File: src/rtl/wb_pkg.sv
// Shared types and sizes for the writeback arbiter.
//   AW         register address width (32 registers)
//   DW         result data width
//   NREG       number of architectural registers tracked by the scoreboard
//   wb_entry_t one buffered writeback: destination register + data
package wb_pkg;

    localparam int AW   = 5;
    localparam int DW   = 32;
    localparam int NREG = 32;

    typedef struct packed {
        logic [AW-1:0] wa;
        logic [DW-1:0] wd;
    } wb_entry_t;

endpackage

File: src/rtl/wb_fifo.sv
// Synchronous circular FIFO of writeback entries.
//   clk      clock, rising edge
//   reset_n  asynchronous active-low reset (empties the FIFO)
//   push     write wr_data at the tail; ignored when full
//   wr_data  entry to enqueue
//   pop      drop the head entry; ignored when empty
//   rd_data  current head entry (combinational read)
//   count    current occupancy, 0..DEPTH
module wb_fifo
    import wb_pkg::*;
#(
    parameter int DEPTH = 4
) (
    input  logic                     clk,
    input  logic                     reset_n,
    input  logic                     push,
    input  wb_entry_t                wr_data,
    input  logic                     pop,
    output wb_entry_t                rd_data,
    output logic [$clog2(DEPTH):0]   count
);

    localparam int PW = $clog2(DEPTH);
    localparam logic [PW:0] FULL_CNT = (PW+1)'(DEPTH);

    wb_entry_t         mem [DEPTH];
    logic [PW-1:0]     wr_ptr;
    logic [PW-1:0]     rd_ptr;
    logic              do_push;
    logic              do_pop;

    // A push is refused when full even if a pop frees a slot this cycle.
    assign do_push = push && (count != FULL_CNT);
    assign do_pop  = pop && (count != '0);
    assign rd_data = mem[rd_ptr];

    always_ff @(posedge clk) begin
        if (do_push) begin
            mem[wr_ptr] <= wr_data;
        end
    end

    always_ff @(posedge clk or negedge reset_n) begin
        if (!reset_n) begin
            wr_ptr <= '0;
            rd_ptr <= '0;
            count  <= '0;
        end else begin
            if (do_push) begin
                wr_ptr <= wr_ptr + PW'(1);
            end
            if (do_pop) begin
                rd_ptr <= rd_ptr + PW'(1);
            end
            case ({do_push, do_pop})
                2'b10:   count <= count + (PW+1)'(1);
                2'b01:   count <= count - (PW+1)'(1);
                default: count <= count;
            endcase
        end
    end

endmodule

File: src/rtl/wb_arbiter.sv
// Writeback arbiter: owns the register-file write port and merges ALU
// results (absolute priority, no backpressure) with buffered MDU results.
//   clk, reset_n      clock / asynchronous active-low reset
//   alu_valid/wa/wd   single-cycle ALU result
//   mdu_valid/wa/wd   MDU result offer; mdu_ready = FIFO not full
//   issue_valid/wa    long-latency op issued; marks its destination pending
//   rf_we/wa/wd       registered register-file write port
//   pending           per-register outstanding-MDU-write scoreboard
//   fifo_count        MDU FIFO occupancy
//   drain_req         FIFO head starved; asks decode for one ALU bubble
//   waw_err           sticky: ALU wrote a register with an MDU write pending
module wb_arbiter
    import wb_pkg::*;
#(
    parameter int DEPTH        = 4,
    parameter int STARVE_LIMIT = 8
) (
    input  logic                     clk,
    input  logic                     reset_n,
    input  logic                     alu_valid,
    input  logic [AW-1:0]            alu_wa,
    input  logic [DW-1:0]            alu_wd,
    input  logic                     mdu_valid,
    output logic                     mdu_ready,
    input  logic [AW-1:0]            mdu_wa,
    input  logic [DW-1:0]            mdu_wd,
    input  logic                     issue_valid,
    input  logic [AW-1:0]            issue_wa,
    output logic                     rf_we,
    output logic [AW-1:0]            rf_wa,
    output logic [DW-1:0]            rf_wd,
    output logic [NREG-1:0]          pending,
    output logic [$clog2(DEPTH):0]   fifo_count,
    output logic                     drain_req,
    output logic                     waw_err
);

    localparam int PW = $clog2(DEPTH);
    localparam logic [PW:0] FULL_CNT = (PW+1)'(DEPTH);
    localparam int SW = $clog2(STARVE_LIMIT + 1);
    localparam logic [SW-1:0] STARVE_LOAD = SW'(STARVE_LIMIT);

    wb_entry_t        head;
    wb_entry_t        push_data;
    logic             push;
    logic             pop;
    logic             alu_wr;
    logic             fifo_empty;
    logic             stalled;
    logic [SW-1:0]    starve_tmr;
    logic [NREG-1:0]  pending_nxt;

    assign push_data  = '{wa: mdu_wa, wd: mdu_wd};
    assign mdu_ready  = (fifo_count != FULL_CNT);
    assign push       = mdu_valid && mdu_ready;
    assign fifo_empty = (fifo_count == '0);

    // An ALU result to r0 is a no-write and leaves the port to the FIFO.
    assign alu_wr  = alu_valid && (alu_wa != '0);
    assign pop     = !alu_wr && !fifo_empty;
    assign stalled = !fifo_empty && !pop;

    wb_fifo #(.DEPTH(DEPTH)) u_fifo (
        .clk     (clk),
        .reset_n (reset_n),
        .push    (push),
        .wr_data (push_data),
        .pop     (pop),
        .rd_data (head),
        .count   (fifo_count)
    );

    // A new issue to the register being retired this cycle must stay pending.
    always_comb begin
        pending_nxt = pending;
        if (pop) begin
            pending_nxt[head.wa] = 1'b0;
        end
        if (issue_valid) begin
            pending_nxt[issue_wa] = 1'b1;
        end
        pending_nxt[0] = 1'b0;
    end

    always_ff @(posedge clk or negedge reset_n) begin
        if (!reset_n) begin
            rf_we   <= 1'b0;
            rf_wa   <= '0;
            rf_wd   <= '0;
            pending <= '0;
            waw_err <= 1'b0;
        end else begin
            pending <= pending_nxt;
            if (alu_wr && pending[alu_wa]) begin
                waw_err <= 1'b1;
            end
            if (alu_wr) begin
                rf_we <= 1'b1;
                rf_wa <= alu_wa;
                rf_wd <= alu_wd;
            end else if (pop) begin
                rf_we <= (head.wa != '0);
                rf_wa <= head.wa;
                rf_wd <= head.wd;
            end else begin
                rf_we <= 1'b0;
            end
        end
    end

    // Starve timer counts down the remaining stalled cycles; reload means
    // "no stall time elapsed". Terminal count (0) means STARVE_LIMIT stalled
    // cycles have passed, and drain_req follows one edge later.
    always_ff @(posedge clk or negedge reset_n) begin
        if (!reset_n) begin
            starve_tmr <= STARVE_LOAD;
            drain_req  <= 1'b0;
        end else begin
            if (!stalled) begin
                starve_tmr <= STARVE_LOAD;
            end else if (starve_tmr != '0) begin
                starve_tmr <= starve_tmr - SW'(1);
            end
            if (pop) begin
                drain_req <= 1'b0;
            end else if (starve_tmr == '0) begin
                drain_req <= 1'b1;
            end
        end
    end

endmodule
File: config.mk
export PLATFORM = sky130hd
export DESIGN_NAME = wb_arbiter
export DESIGN_NICKNAME = d
export VERILOG_FILES = /design/src/rtl/wb_pkg.sv /design/src/rtl/wb_fifo.sv /design/src/rtl/wb_arbiter.sv
export SDC_FILE = /design/constraint.sdc
export NUM_CORES = 1
export LEC_CHECK = 0
export BUFFER_PORTS_ARGS = -buffer_cell sky130_fd_sc_hd__buf_2
export CAP_MARGIN = 20
export CORE_MARGIN = 8
export CORE_UTILIZATION = 60
export DETAILED_ROUTE_END_ITERATION = 12
export PLACE_DENSITY = 0.86
export SYNTH_ARGS = -nofsm -noshare
export SYNTH_HDL_FRONTEND = slang
export SYNTH_SLANG_ARGS = --single-unit
File: constraint.sdc
create_clock -name clk -period 6 [get_ports clk]
set_clock_uncertainty 0.1 [all_clocks]
set_input_delay 0.3 -clock clk [delete_from_list [all_inputs] [get_ports clk]]
set_output_delay 0.3 -clock clk [all_outputs]
set_load 0.005 [all_outputs]
==> impl_metrics.py, run 1 <==
metrics = {
    "timing": {
        "max_freq_mhz": 354.7,
        "setup_viol": 0,
        "layout_min_cycle_time_ps": 2819,
        "worst_slew_pin_slew_ps": 1047,
        "rsz0062_at_grt": "no",
        "post-route-period-util": 0.4699,
        "hold_violations": 0,
        "setup_tns_ps": 0,
        "slew_headroom": 0.3022,
        "slew_violations": 0,
    },
    "setup_path": {
        "worstSetupPathType": "input port to register",
        "r2r_slack_ps": 3240,
        "cp_top_family": "simple AND/OR/NAND/NOR gates",
        "cp_slowest_cell": "or3_1",
        "timing.rr.start": "u_fifo.rd_ptr[1]$_DFFE_PN0P_",
        "rr_worst_depth": 4,
        "required_ps": 6320,
        "crit_path_end_kind": "register",
        "crit_chain": "buf_2 > or3_1 > o31a_2 > buf_4 > nor2_1 > ha_1 > inv_1 > fa_1 > xor2_1 > nor2_1 > xor2_1",
        "critPathBufInv": 3,
        "worstPathArrival_ps": 3140,
        "r2r-end": "pending[12]$_DFF_PN0_",
        "slowest_delay_ps": 440,
        "startpoint_type": "input port",
        "crit_fanout": 93,
    },
    "synth": {
        "synthArstFlopShare": 0.3565,
        "synth_edf_count": 148,
        "ys_warn_count": 0,
        "synthFlopType": "edfxtp_1",
        "yosysSeqAreaShare": 0.6794,
        "syn_nets": 685,
        "synth_area_mm2": 0.009563,
        "synth_area_per_cell_um2": 16.13,
        "ys_ff_latch": 230,
        "synth_cells": 593,
        "synth.distinct_cells": 49,
    },
    "power": {
        "power.leakage_nw": 4.876,
        "ir_drop_mv": 0.3697,
        "pwr_density_cell_mw_per_mm2": 466.6,
    },
    "global_route": {
        "use_met2": 0.4790,
        "grt_max_degree": 94,
        "grt_use_met3": 0.06038,
        "grt_busiest_layer": "met2",
        "met1_usage": 0.3150,
        "grt_pass1_vias": 6986,
        "track_usage": 0.2682,
        "antenna_found_initial": 2,
        "grt_pass1_wl_um": 41060,
        "grt_overflow": 0,
    },
    "floorplan": {
        "io_pins": 160,
        "die_x_um": 142.2,
        "die_h_um": 142.2,
        "dieArea_mm2": 0.02023,
        "core_mm2": 0.01571,
        "num_rows": 46,
        "start_util": 0.6086,
    },
    "cells_and_area": {
        "final_common_cell": "buf_2",
        "final_cells": 1050,
        "fill_cells": 864,
        "syn_to_final_growth_pct": 25.19,
        "design_area_mm2": 0.01197,
        "post-route-util": 0.7619,
        "final_nets": 908,
        "drive_gt1_frac": 0.3125,
        "mostFrequentLayoutCells": "buf_2 (157), edfxtp_1 (148), dfrtp_1 (79), dlygate4sd3_1 (70), nand2_1 (56)",
    },
    "drt": {
        "final_antenna_net_count": 0,
        "wl_per_cell_um": 25.52,
        "avgViaCountPerCell": 6.151,
        "wl_um": 26800,
        "drc": 0,
        "first_pass_iters": 5,
        "drt_iter0_markers": 681,
        "vias": 6459,
    },
    "min_path": {
        "worstHoldEndpoint": "rf_wa[4]$_DFFE_PN0P_",
        "hold_start": "alu_wa[4]",
        "hold_depth": 3,
        "hp-class": "input port to register",
    },
    "place": {
        "gp_congestion": 0.8965,
        "dp_cells": 936,
        "io_buffers": 158,
        "hpwl_um": 14830,
        "dpl_cell_area_mm2": 0.01051,
    },
    "clocking": {
        "h-tree-depth": 1,
        "ctsResizeCount": 0,
        "clock-sinks": 230,
        "cts_tree": "built",
        "cts_buffers": 23,
        "clk_pin_slew_ps": 70,
        "cts_root_buf": "clkbuf_16",
        "clockBufferDepth": 3,
        "clkLatencyLatePin_ps": 510,
    },
    "status": {
        "status": "finished, final reports clean",
    },
    "job": {
        "maxCapViolations": 0,
    },
}
## state kept, by name, summed over array words and instances, names as in the netlist
register	flops
u_fifo.mem	148
rf_wd	32
pending	31
rf_wa	5
starve_tmr	4
u_fifo.count	3
u_fifo.rd_ptr	2
u_fifo.wr_ptr	2
drain_req	1
rf_we	1
waw_err	1
## final cells by class
cell class | count | area [um2] | share of cell area
sequential | 230 | 6500 | 0.5430
multi-input combinational | 312 | 2853 | 0.2383
timing repair buffer | 233 | 1551 | 0.1296
clock buffer | 29 | 618.1 | 0.05163
tap | 216 | 270.3 | 0.02258
clock inverter | 12 | 113.9 | 0.009511
inverter | 16 | 60.06 | 0.005017
antenna | 2 | 5.005 | 0.0004181
## per-layer routing
| metal | part of all wire | up-vias |
|---|---|---|
| met5 | 0 | - |
| met4 | 0.027 | 0 |
| met3 | 0.085 | 48 |
| met2 | 0.53 | 381 |
| met1 | 0.36 | 3264 |
| li1 | - | 2766 |
## tightest hold or removal path: cells and delay by family
kind,cells,cell delay [ps]
buffers and inverters,1,140
and+or+nand+nor,1,80
AOI/OAI and AO/OA,1,70
## power by group
group | internal [mW] | leakage, nW | switching, mW | total, mW
Sequential | 2.13 | 2.28 | 0.318 | 2.44
Clock | 0.817 | 0.362 | 0.605 | 1.42
Combinational | 0.795 | 2.23 | 0.925 | 1.72
## cells by family after synthesis
group           synth area share
compound gates           0.06882
xor+xnor                0.007327
fa+ha+maj                0.01125
buf+inv                  0.02355
flops                     0.6794
mux                       0.1547
other cells            0.0003921
simple gates             0.05456
## what timing repair did
action | in CTS | in global routing
hold endpoints to repair | 261 | 0
setup buffers | 0 | 0
hold buffers | 70 | 0
## synth_stat cells, types with 2 or more instances
cell type,instances,share of area
or3b_2,2,0.0018
nor3_1,4,0.0021
o21ai_0,48,0.025
xor2_1,3,0.0027
buf_1,5,0.0020
nand3b_1,8,0.0063
o21ai_1,5,0.0026
ha_1,7,0.0092
nand3_1,5,0.0026
mux4_1,3,0.0082
nand2_1,56,0.022
buf_2,9,0.0047
mux2_2,5,0.0059
o211ai_1,9,0.0071
nand2b_1,2,0.0013
or3_1,4,0.0026
and3_1,5,0.0033
mux2i_1,42,0.044
clkbuf_1,18,0.0071
or3b_1,2,0.0018
o41ai_1,23,0.021
inv_1,16,0.0063
xnor2_1,5,0.0046
mux4_2,41,0.097
edfxtp_1,148,0.46
dfrtp_1,81,0.21
nor2_1,8,0.0031
o221ai_1,8,0.0073
## stage by stage
stage	worst slack [ps]	hold WS (ps)	total power [mW]
2_1_floorplan	3349	-95.59	3.448
5_1_grt	3005	58.83	5.830
3_5_place_dp	2722	406.0	4.049
6_report	3181	27.32	5.586
4_1_cts	3241	6.739	5.496
3_3_place_gp	2902	374.8	3.942
## how the worst max path moves through the flow
stage | start | to | slack [ps] | cells after the start
after global placement | alu_wa[0] | u_fifo.count[2]$_DFFE_PN0P_ | 2900 | 11
after global routing | alu_wa[0] | u_fifo.count[2]$_DFFE_PN0P_ | 3000 | 11
after floorplan | alu_wa[2] | u_fifo.count[2]$_DFFE_PN0P_ | 3350 | 11
after detailed placement | alu_wa[0] | u_fifo.count[2]$_DFFE_PN0P_ | 2720 | 11
after CTS | alu_wa[0] | u_fifo.count[2]$_DFFE_PN0P_ | 3240 | 11
final | alu_wa[0] | u_fifo.count[2]$_DFFE_PN0P_ | 3180 | 11
No activity file was read; power rests on OpenSTA's default activity.
==> run 2: changes to the inputs <==
- CORE_UTILIZATION: 60 -> 51
- PLACE_DENSITY: 0.86 -> 0.78
- clock period: 6 -> 2.4 ns (I/O delays scaled with it)
==> run 2 against run 1 <==
Compared with the run above: non-clock buffer count up 33; worst setup slack worse by 3100 ps; via count up 0.76%; cell area up 2.7%; sequential share of layout area down 1.4 points; count of clock-buffer cells in the layout up 3; die area up 16%; utilization down 10 points.
==> impl_metrics.py, run 2 (same netlist as run 1, synthesis figures left out) <==
metrics = {
    "timing": {
        "setup_tns_ps": 0,
        "slew_violations": 0,
        "worst_slew_pin_slew_ps": 659.7,
        "setup_slack_ps": 65.12,
        "setup_viol": 0,
        "layout_min_cycle_time_ps": 2335,
        "post-route-period-util": 0.9729,
        "hold_violations": 0,
        "rsz0062_at_grt": "no",
        "slew_headroom": 0.5602,
        "max_freq_mhz": 428.3,
    },
    "clocking": {
        "h-tree-depth": 1,
        "cts_buffers": 24,
        "cts_root_buf": "clkbuf_16",
        "clk_pin_slew_ps": 60,
        "clkLatencyLatePin_ps": 500,
        "postCtsSetupRepairBufs": 0,
        "clockBufferDepth": 3,
        "clock-sinks": 230,
        "cts_tree": "built",
    },
    "cells_and_area": {
        "regArea_mm2": 0.006500,
        "multiInputGateArea_mm2": 0.002863,
        "regMostFlops": "u_fifo.mem",
        "syn_to_final_growth_pct": 28.59,
        "reg_top3": "u_fifo.mem: 148 flops, rf_wd: 32 flops, pending: 31 flops",
        "mostFrequentLayoutCells": "buf_2 (157), edfxtp_1 (148), dlygate4sd3_1 (83), dfrtp_1 (79), nand2_1 (56)",
        "final_nets": 942,
        "largest_reg_flops": 148,
        "final_common_cell": "buf_2",
        "fill_cells": 1229,
        "drive_gt1_frac": 0.3241,
    },
    "power": {
        "power.leakage_nw": 5.021,
        "internal_power_mw": 9.459,
        "switchingPower_mw": 4.457,
        "comb_power_share": 0.327,
        "ir_drop_mv": 0.7003,
        "p_sw_frac": 0.3203,
        "pwr_density_cell_mw_per_mm2": 1132,
        "pwr-share-seq": 0.422,
        "p_clk_frac": 0.251,
    },
    "setup_path": {
        "cp_common_cell": "xor2_1",
        "crit_fanout": 3,
        "startpoint_type": "input port",
        "required_ps": 2710,
        "worstPathArrival_ps": 2650,
        "worstSetupPathType": "input port to register",
        "slowest_delay_ps": 530,
        "cp_slowest_cell": "dlygate4sd3_1",
        "crit_path_end_kind": "register",
        "crit_chain": "dlygate4sd3_1 > buf_2 > or3_1 > o31a_2 > nor2_4 > ha_2 > inv_1 > fa_1 > xor2_1 > nor2_1 > xor2_1",
    },
    "min_path": {
        "hp-class": "input port to register",
    },
    "drt": {
        "vias": 6508,
        "wl_per_cell_um": 22.35,
        "drc": 0,
        "final_antenna_net_count": 0,
        "wl_um": 24700,
        "drt_iter0_markers": 522,
        "first_pass_iters": 5,
        "avgViaCountPerCell": 5.890,
    },
    "global_route": {
        "grt_overflow": 0,
        "grt_pass1_wl_um": 39050,
        "grt_max_degree": 93,
        "grt_pass1_vias": 7049,
        "antenna_found_initial": 4,
        "track_usage": 0.2083,
    },
    "floorplan": {
        "io_pins": 160,
        "die_x_um": 152.9,
        "die_h_um": 152.9,
        "dieArea_mm2": 0.02339,
        "start_util": 0.5147,
        "core_mm2": 0.01858,
        "num_rows": 50,
    },
    "place": {
        "gp_congestion": 0.8342,
        "io_buffers": 158,
        "hpwl_um": 15460,
        "dp_slack_ps": 46.23,
    },
    "status": {
        "status": "finished, final reports clean",
    },
    "job": {
        "maxCapViolations": 0,
    },
}
## run 2: cell types whose count changed in the layout (fill, tap and decap cells not counted), sizes merged
cell	before	now
buf	163	183
clkbuf	29	32
dlygate4sd3	70	83
diode	2	4
clkinvlp	1	2
inv	17	16
bufinv	2	1
## run 2: repair_timing
item | CTS | global route
hold endpoints to repair | 294 | 0
gates resized for setup | 0 | 2
setup endpoints to repair | 0 | 3
hold buffers | 83 | 0
## run 2: worst paths after layout
path,startpoint,endpoint,slack [ps],depth (start not counted)
setup / recovery,alu_wa[1],u_fifo.count[2]$_DFFE_PN0P_,70,11
hold / removal,alu_wa[0],rf_wa[0]$_DFFE_PN0P_,30,4
setup reg to reg,u_fifo.rd_ptr[0]$_DFFE_PN0P_,pending[10]$_DFF_PN0_,160,4
hold reg to reg,waw_err$_DFFE_PN0P_,waw_err$_DFFE_PN0P_,400,2
max in group asynchronous,reset_n,rf_wd[5]$_DFFE_PN0P_,1490,3
min in group asynchronous,reset_n,rf_we$_DFF_PN0_,70,2
## run 2: routing by layer
| layer | vias up | GRT usage | part of all wire |
|---|---|---|---|
| met1 | 3255 | 0.2488 | 0.38 |
| met3 | 46 | 0.04934 | 0.083 |
| met5 | - | 0 | 0 |
| li1 | 2836 | - | - |
| met4 | 0 | 0.06692 | 0.022 |
| met2 | 371 | 0.3671 | 0.52 |
## run 2: power by group through the flow
stage | logic, mW | clock network, mW | registers (mW)
global route | 4.91 | 3.71 | 5.96
floorplan | 2.85 | 0 | 5.78
detailed placement | 4.38 | 0 | 5.92
finish | 4.56 | 3.49 | 5.87
global placement | 4.23 | 0 | 5.82
CTS | 4.53 | 3.54 | 5.85
## run 2: layout make-up
class | count | share of cell area
Clock buffer | 32 | 0.05383
Clock inverter | 11 | 0.006614
Multi-Input combinational cell | 312 | 0.2328
Inverter | 16 | 0.004884
Sequential cell | 230 | 0.5286
Antenna cell | 4 | 0.0008140
Tap cell | 234 | 0.02381
Timing Repair Buffer | 266 | 0.1487
## run 2: metrics by stage
stage	cell area (um2)	hold WS (ps)	util	std cells	power (mW)
floorplan	9575	-275.6	-	593	8.634
global placement	10710	24.17	0.5762	975	10.04
detailed placement	10710	57.30	0.5762	975	10.29
CTS	12280	21.54	0.6609	1101	13.92
global route	12300	60.70	0.6618	1105	14.58
finish	12300	33.85	0.6618	1105	13.92
## run 2: worst max-delay path: cells and delay by family
family | cells | cell delay [ps]
buf+inv | 3 | 710
simple gates | 3 | 580
fa+ha+maj | 2 | 570
compound gates | 1 | 350
xor+xnor | 2 | 310
